## src/rtl/led_pwm_fader.sv

```systemverilog
// Two-channel LED fader: each on/off request becomes a linear brightness ramp,
// and the current brightness drives a free-running PWM output pin.
module led_pwm_fader #(
    parameter int PWM_BITS = 8,
    parameter int RAMP_DIV = 97656
) (
    input  logic                clk,
    input  logic                rst,
    input  logic                led1_req,
    input  logic                led2_req,
    input  logic                hold,
    output logic                pwm1,
    output logic                pwm2,
    output logic [PWM_BITS-1:0] level1,
    output logic [PWM_BITS-1:0] level2,
    output logic [1:0]          state1,
    output logic [1:0]          state2,
    output logic                busy
);

    localparam int PSC_W = (RAMP_DIV > 1) ? $clog2(RAMP_DIV) : 1;
    localparam logic [PSC_W-1:0]    PSC_LAST = PSC_W'(RAMP_DIV - 1);
    localparam logic [PWM_BITS-1:0] MAX_LVL  = '1;

    typedef enum logic [1:0] {
        S_OFF  = 2'd0,
        S_RISE = 2'd1,
        S_ON   = 2'd2,
        S_FALL = 2'd3
    } state_t;

    logic [PWM_BITS-1:0] pwm_cnt_q;
    logic [PSC_W-1:0]    presc_q;
    logic [PSC_W-1:0]    presc_d;
    logic                tick;
    logic                busy_q;
    logic                busy_d;

    logic [1:0]          req_w;
    logic [PWM_BITS-1:0] level_w [2];
    logic [1:0]          state_w [2];
    logic [1:0]          pwm_w;
    logic [1:0]          ramp_w;

    assign req_w = {led2_req, led1_req};

    // hold freezes only the ramp timebase; the PWM counter never stops
    always_comb begin
        tick    = !hold && (presc_q == PSC_LAST);
        presc_d = presc_q;
        if (tick) begin
            presc_d = '0;
        end else if (!hold) begin
            presc_d = presc_q + 1'b1;
        end
    end

    always_ff @(posedge clk or posedge rst) begin
        if (rst) begin
            pwm_cnt_q <= '0;
            presc_q   <= '0;
            busy_q    <= 1'b0;
        end else begin
            pwm_cnt_q <= pwm_cnt_q + 1'b1;
            presc_q   <= presc_d;
            busy_q    <= busy_d;
        end
    end

    assign busy_d = |ramp_w;

    generate
        for (genvar gi = 0; gi < 2; gi++) begin : g_chan
            state_t              state_q;
            state_t              state_d;
            logic [PWM_BITS-1:0] level_q;
            logic [PWM_BITS-1:0] level_d;
            logic                pwm_q;
            logic                pwm_d;

            always_ff @(posedge clk or posedge rst) begin
                if (rst) begin
                    state_q <= S_OFF;
                    level_q <= '0;
                    pwm_q   <= 1'b0;
                end else begin
                    state_q <= state_d;
                    level_q <= level_d;
                    pwm_q   <= pwm_d;
                end
            end

            // State is derived from the request and the level after this
            // step, so a reversal mid-ramp just changes direction in place.
            always_comb begin
                level_d = level_q;
                if (tick) begin
                    if (req_w[gi] && (level_q != MAX_LVL)) begin
                        level_d = level_q + 1'b1;
                    end else if (!req_w[gi] && (level_q != '0)) begin
                        level_d = level_q - 1'b1;
                    end
                end
                if (req_w[gi]) begin
                    state_d = (level_d == MAX_LVL) ? S_ON : S_RISE;
                end else begin
                    state_d = (level_d == '0) ? S_OFF : S_FALL;
                end
            end

            // Full brightness is forced high so the pin never dips at wrap.
            always_comb begin
                pwm_d      = (level_q == MAX_LVL) || (pwm_cnt_q < level_q);
                ramp_w[gi] = (state_d == S_RISE) || (state_d == S_FALL);
            end

            assign level_w[gi] = level_q;
            assign state_w[gi] = state_q;
            assign pwm_w[gi]   = pwm_q;
        end
    endgenerate

    assign pwm1   = pwm_w[0];
    assign pwm2   = pwm_w[1];
    assign level1 = level_w[0];
    assign level2 = level_w[1];
    assign state1 = state_w[0];
    assign state2 = state_w[1];
    assign busy   = busy_q;

endmodule

```

## config.mk

```make
export PLATFORM = sky130hd
export DESIGN_NAME = led_pwm_fader
export DESIGN_NICKNAME = d
export VERILOG_FILES = /design/src/rtl/led_pwm_fader.sv
export SDC_FILE = /design/constraint.sdc
export NUM_CORES = 1
export LEC_CHECK = 0
export CORE_ASPECT_RATIO = 0.75
export CORE_MARGIN = 4
export CORE_UTILIZATION = 55
export CTS_CLUSTER_DIAMETER = 60
export DETAILED_ROUTE_END_ITERATION = 6
export PLACE_DENSITY = 0.75
export SLEW_MARGIN = 10
export SYNTH_ARGS = -nofsm -noshare
export SYNTH_HDL_FRONTEND = slang
export SYNTH_SLANG_ARGS = --single-unit
```

## constraint.sdc

```tcl
create_clock -name clk -period 4.65 [get_ports clk]
set_input_delay 0.6975 -clock clk [delete_from_list [all_inputs] [get_ports clk]]
set_output_delay 0.6975 -clock clk [all_outputs]
set_load 0.02 [all_outputs]
```

; Yosys cells after proc, flatten, opt, wreduce, memory -nomap -nowiden
; Index checks and enable logic that the tools add are counted.
[totals]
input_bits = 5
reg_bits = 48
output_inout_bits = 23
[classes]
n_lt_le_gt_ge = 2
add_sub_neg = 6
eq_ne = 12
n_reduce_logical = 17
muxes = 14
[ops]
columns = operator, count
row1 = $mux 8, 6
row2 = $mux 17, 2
row3 = $eq 8x8->1 const B, 4
row4 = $add 8x1->8 const B, 3
row5 = $add 17x1->17 const B, 1
row6 = $eq 17x17->1 const B, 1
row7 = $logic_not 8->1, 2
row8 = $lt 8x8->1, 2
row9 = $ne 8x8->1 const B, 2
row10 = $reduce_bool 8->1, 2
row11 = $sub 8x1->8 const B, 2
row12 = $mux 2, 6
row13 = $logic_and 1x1->1, 5
row14 = $eq 2x1->1 const B, 2
row15 = $eq 2x2->1 const B, 2
row16 = $logic_or 1x1->1, 4
row17 = $logic_not 1->1, 3
row18 = $ne 2x1->1 const B, 1
row19 = $reduce_or 2->1, 1

; Logic depth before layout (Yosys ltp)
; Gate-level depths: netlist of run 1.
[logic_depth]
ltp_word = 11
depth_mapped = 10
depth_no_buf = 10

; Worst setup path before layout of run 1
; OpenSTA, ideal clock, no wires.
[synth_timing]
path_type = register to register
startpoint = reg g_chan[1].level_q[0] (netlist: level2[0])
endpoint = reg busy_q (netlist: busy)
path_stages_with_launch = 11
t_required_ns = 4.515
n_path_buf = 0
synth_period_minus_slack_ns = 2.606
slack_ns = 2.044
arrival_ns = 2.472
setup_ns = 0.135
cell_sequence = dfrtp_1 > inv_1 > ha_1 > nor4b_1 > a211o_1 > o31a_1 > a211o_1 > xnor2_1 > nor3_1 > and4b_1 > o22ai_1
[synth_via]
elab_chain_cells = 11
[synth_rtl]
columns = element, line_no
row1 = from (decl), 76  ; logic [PWM_BITS-1:0] level_q;
row2 = from (signal assigned), 88  ; level_q <= level_d;
row3 = "parallel branches: the longest is 3 deep, another holds $sub 8x1->8", -
row4 = $mux 8 *, 98  ; if (req_w[gi] && (level_q != MAX_LVL)) begin
row5 = $mux 8 *, 97  ; if (tick) begin
row6 = via g_chan[1].level_d[4], 77  ; logic [PWM_BITS-1:0] level_d;
row7 = $eq 8x8->1 / $logic_not 8->1 (equally long branches), "105, 107"
row8 = $mux 2 (on tied branches), "105, 107"
row9 = $mux 2 *, 104  ; if (req_w[gi]) begin
row10 = $eq 2x1->1 / $eq 2x2->1 (equally long branches), 114  ; ramp_w[gi] = (state_d == S_RISE) || (state_d == S_FALL);
row11 = $logic_or 1x1->1 *, 114
row12 = $reduce_or 2->1 *, 70  ; assign busy_d = |ramp_w;
row13 = via busy_d, 37  ; logic busy_d;
row14 = to (signal assigned), 66  ; busy_q <= busy_d;
row15 = to (decl), 36  ; logic busy_q;
; Mark *: on every way through the listed nets, which the timed path passes.
; A chain may end at the register's enable or synchronous reset.

; Worst setup path in the final report of run 1
[layout_timing]
startpoint = in hold
endpoint = reg busy_q (netlist: busy)
[layout_via]
elab_chain_cells = 9
[layout_rtl]
columns = element, line_no
row1 = from (decl), 11  ; input logic hold,
row2 = $logic_not 1->1 *, -
row3 = $logic_and 1x1->1 *, 49  ; tick = !hold && (presc_q == PSC_LAST);
row4 = $mux 8 *, 97
row5 = via g_chan[1].level_d[6], 77
row6 = $eq 8x8->1 / $logic_not 8->1 (equally long branches), "105, 107"
row7 = $mux 2 (on tied branches), "105, 107"
row8 = $mux 2 *, 104
row9 = $eq 2x1->1 / $eq 2x2->1 (equally long branches), 114
row10 = $logic_or 1x1->1 *, 114
row11 = $reduce_or 2->1 *, 70
row12 = via busy_d, 37
; Mark *: on every way through the listed nets, which the timed path passes. The rest lies on a longest branch.

==> impl_metrics.ini, run 1 <==
[worst_setup_path]
critPathMaxFanout = 12
criticalPathCategory = in -> reg
crit_path_start = hold
critical_path_required_ps = 4830
r2r_cells = 9
cp-start-kind = input pin
rrSetupSlack_ps = 1590
r2r-end = busy$_DFF_PP0_
cp-end-kind = flop
cp.arrival_ps = 3610
rr_startpoint = presc_q[0]$_DFFE_PP0P_

[status]
outcome = complete, no violations

[timing]
slew_headroom = 0.351
setup_viol = 0
whs_ps = 482
finalCritPeriodShare = 0.737
finalCriticalPeriod_ps = 3430
worstMarginPinSlew_ps = 972
setup_slack_ps = 1220
finalHoldViolations = 0
rsz0062_at_grt = false
fin_skew_ps = 7.42
slew_violations = 0
setup-tns-final_ps = 0
fmax_mhz = 292

[global_route]
grt_pass1_vias = 2346
grt_usage = 0.215
antenna_found_initial = 0
grt_max_degree = 49
grt.overflow.total = 0
grt_pass1_wl_um = 11600

[placed_design]
dp_worst_setup_slack_ps = 968
gp_congestion = 0.925
io_buffers = 27
hpwl_um = 5040

[floorplanning]
core_um2 = 5350
dieArea_um2 = 6820
die_y_um = 72.5
ios = 28
initial_core_util = 0.570
die_x_um = 94.0
num_rows = 23

[detailed_routing]
vias = 2477
viasPerCell = 5.94
drtIter0Drc = 119
drt_pre_antenna_iters = 5
wirelength_um = 6870
postRouteAntennaNets = 0
routedWlPerCell_um = 16.5
drc = 0

[job]
maxCapViolations = 0

[final_layout]
area_growth_pct = 13.6
nets = 367
drive_gt1_frac = 0.0731
antenna_cells = 0
post-route-util = 0.648

[hold_path]
hold_depth = 1
holdCritPathClass = reg -> reg
holdCritStartpoint = presc_q[9]$_DFFE_PP0P_
min_to = presc_q[9]$_DFFE_PP0P_

[clock_network]
cts-root-buf = clkbuf_8
htreeDepth = 2
cts_tree = yes
post-cts-setup-buffers = 0
clock_latency_ps = 310
numCtsBuffers = 5
clock-sinks = 48
postCtsResizedCells = 0
cts_buffer_depth = 2
cts.clk_slew.worst_paths_ps = 90
ctsHoldBuffers = 0

[pwr]
p_leak_uw = 0.00148
total_power_uw = 834
power.density_nw_per_um2 = 240
vdd_drop_max_mv = 0.149

[yosys]
synth-edff-count = 0
synth_common_cells = dfrtp_1 (48), inv_1 (25), xnor2_1 (24), nor2_1 (23)
yosys_warnings = 0
syn_inst = 314
synth-seq-cells = 48
yosysMostFrequentCell = dfrtp_1
ys_types = 63
synth_top_area_cell = dfrtp_1
netlist_area_um2 = 3050
yosysSeqAreaShare = 0.393
synth_ff_type = dfrtp_1
synth_area_leaders = dfrtp_1 (39%), ha_1 (8.6%), xnor2_1 (6.9%)
syn_area_per_cell_um2 = 9.72
yosysTopAreaCellShare = 0.393
syn-num-nets = 340
async_flop_share = 1.00
how the worst max path moves through the flow:
stage                endpoint  slack (ps)
2_1_floorplan  busy$_DFF_PP0_        2040
3_3_place_gp   busy$_DFF_PP0_        1050
3_5_place_dp   busy$_DFF_PP0_         970
4_1_cts        busy$_DFF_PP0_        1260
5_1_grt        busy$_DFF_PP0_         860
6_report       busy$_DFF_PP0_        1220
metal layers:
layer / GRT usage / vias up / share of wire
met1: 0.322 / 1189 / 0.50
met2: 0.314 / 96 / 0.43
met4: 0.0481 / 0 / 0.0082
li1: - / 1185 / -
met5: 0 / - / 0
met3: 0.0549 / 7 / 0.071
placed cells by master (no fill, tap or decap), drive strengths merged, types with 9 or more instances in the layout:
cell type and n:
clkdlybuf4s50 27, inv 25, xor2 9, a21o 10, nand2 13, dfrtp 48, ha 21, o21ai 9
nand3 22, nor2 24, nor3 12, xnor2 24
critical path: stages:
cell             delay, ps
clkdlybuf4s50_1        500
nor2b_1                230
nand4_1                490
or2_0                  580
a211oi_1               300
xnor2_1                150
nor3_1                 290
and4b_1                270
o22ai_1                 90
report_power, final:
group / switching (µW) / internal (µW)
logic: 36.1 / 30.5
registers: 23.0 / 439
clock network: 146 / 159
total: 205 / 629
layout make-up:
cell class	count	area, µm²
Multi-Input combinational cell	233	1690
Clock inverter	3	42.5
Fill cell	454	1890
Tap cell	75	93.8
Clock buffer	5	68.8
Inverter	25	93.8
Sequential cell	48	1200
Timing Repair Buffer	28	278
registers in the layout, summed over array words and instances (netlist names):
register	cells
presc_q	17
level1	8
level2	8
pwm_cnt_q	8
state1	2
state2	2
busy	1
pwm1	1
pwm2	1
stage by stage:
step | instance area [µm²] | cells
floorplan | 3050 | 314
global placement | 3360 | 409
detailed placement | 3360 | 409
CTS | 3470 | 417
global route | 3470 | 417
finish | 3470 | 417
cell families after synthesis:
logic type	after synthesis	share of synthesized area
flip-flops	48	0.393
AND/OR/NAND/NOR	124	0.233
AO/OA/AOI/OAI	53	0.132
adder cells (fa/ha/maj)	21	0.0861
XOR/XNOR	33	0.0947
multiplexers	2	0.00738
buffers and inverters	33	0.0533
Power figures use the tool's default switching activity.
==> run 2: changes to the inputs <==
==> constraint.sdc (replaced) <==
create_clock -name clk -period 3.4 [get_ports clk]
set_input_delay 0.51 -clock clk [delete_from_list [all_inputs] [get_ports clk]]
set_output_delay 0.51 -clock clk [all_outputs]
set_load 0.02 [all_outputs]
==> impl_metrics.ini, run 2 (synthesis results as in run 1) <==
[pwr]
combinationalPowerShare = 0.086
vdd_drop_max_mv = 0.250
p_leak_uw = 0.00149
p_seq_frac = 0.581
clkPwrFrac = 0.333
internal_power_uw = 809
power.density_nw_per_um2 = 311
p_switching_uw = 276
switching_share = 0.254

[clock_network]
cts.clk_slew.worst_paths_ps = 90
cts_buffer_depth = 2
clock-sinks = 48
post-cts-setup-buffers = 0
cts-root-buf = clkbuf_8
postCtsResizedCells = 0
clock_latency_ps = 300
numCtsBuffers = 5
cts_tree = yes
ctsHoldBuffers = 0
htreeDepth = 2

[timing]
finalHoldViolations = 0
fmax_mhz = 331
setup-tns-final_ps = 0
slew_violations = 0
rsz0062_at_grt = false
slew_headroom = 0.337
finalCritPeriodShare = 0.889
finalCriticalPeriod_ps = 3020
worstMarginPinSlew_ps = 993
fin_skew_ps = 4.51
setup_viol = 0
setup_slack_ps = 378

[floorplanning]
die_x_um = 94.0
core_um2 = 5350
dieArea_um2 = 6820
initial_core_util = 0.570
num_rows = 23
ios = 28
die_y_um = 72.5

[hold_path]
holdCritPathClass = reg -> reg
hold_depth = 1
holdCritStartpoint = presc_q[2]$_DFFE_PP0P_
min_to = presc_q[2]$_DFFE_PP0P_

[worst_setup_path]
critPathMaxFanout = 7
rrSetupSlack_ps = 380
cp-start-kind = flop
criticalPathCategory = reg -> reg
r2r-end = busy$_DFF_PP0_
r2r_cells = 10
cp-end-kind = flop
critical_path_required_ps = 3580
rr_startpoint = level1[1]$_DFF_PP0_
cp.arrival_ps = 3200

[final_layout]
drive_gt1_frac = 0.0838
nets = 371
mostFrequentLayoutCells = dfrtp_1 (48), clkdlybuf4s50_1 (27), xnor2_1 (24), inv_1 (24), nor2_1 (23)
largest-register = presc_q
layout_commonest_cell = dfrtp_1
area_growth_pct = 14.1
antenna_cells = 0
final_cells = 421
largest_reg_flops = 17
post-route-util = 0.651

[placed_design]
hpwl_um = 5180
post-place-cells = 413
io_buffers = 27
gp_congestion = 0.869
dp_worst_setup_slack_ps = 275

[detailed_routing]
drc = 0
wirelength_um = 6850
vias = 2501
viasPerCell = 5.94
drt_pre_antenna_iters = 4
routedWlPerCell_um = 16.3
drtIter0Drc = 165
postRouteAntennaNets = 0

[global_route]
grt_usage = 0.218
antenna_found_initial = 0
grt_pass1_vias = 2409
grt_max_degree = 49
grt_pass1_wl_um = 11800
grt.overflow.total = 0

[job]
maxCapViolations = 0

[status]
outcome = complete, no violations
==> run 2: cell count changes in the layout (fill, tap and decap cells not counted), sizes merged <==
cell      before  now
clkinvlp       1    2
bufinv         1    0
clkinv         1    0
clkbuf         5    6
buf            1    5
==> run 2: power groups by stage <==
stage / logic (µW) / clock network, µW / registers, µW
finish: 93.2 / 361 / 631
global route: 112 / 397 / 636
CTS: 95.1 / 372 / 630
detailed placement: 94.4 / 0 / 642
global placement: 93.6 / 0 / 640
floorplan: 68.9 / 0 / 636
==> run 2: area by class of cell <==
class / count / area (µm²)
Timing Repair Buffer: 32 / 308
Tap cell: 75 / 93.8
Fill cell: 468 / 1870
Clock buffer: 6 / 82.6
Sequential cell: 48 / 1200
Multi-Input combinational cell: 233 / 1690
Clock inverter: 2 / 15.0
Inverter: 25 / 93.8
==> run 2: stage by stage <==
stage,area (µm²),hold slack [ps],total power [µW]
2_1_floorplan,3050,452,705
3_3_place_gp,3390,468,734
3_5_place_dp,3390,508,736
4_1_cts,3480,529,1100
5_1_grt,3480,550,1150
6_report,3480,531,1080
==> run 2: per-layer routing <==
layer / up-vias / GRT usage / part of all wire
li1: 1201 / - / -
met1: 1205 / 0.323 / 0.48
met2: 91 / 0.337 / 0.45
met3: 4 / 0.0425 / 0.069
met4: 0 / 0.0369 / 0.0047
met5: - / 0 / 0
==> run 2: worst max-delay path, cell delays in order (launching register included) <==
cell and delay [ps]:
dfrtp_1 430, inv_1 190, ha_1 300, nor4b_1 400, o2bb2ai_1 350, nor4b_1 100, o21a_1 200, a211oi_2 290
nand3_1 150, nor3_1 380, o22ai_1 120
==> run 2: worst max-delay path by stage <==
stage	start	to	slack, ps
3_3_place_gp	led1_req	busy$_DFF_PP0_	220
6_report	level1[1]$_DFF_PP0_	busy$_DFF_PP0_	380
5_1_grt	level1[1]$_DFF_PP0_	busy$_DFF_PP0_	130
3_5_place_dp	led1_req	busy$_DFF_PP0_	280
2_1_floorplan	level2[0]$_DFF_PP0_	busy$_DFF_PP0_	790
4_1_cts	level1[1]$_DFF_PP0_	busy$_DFF_PP0_	370
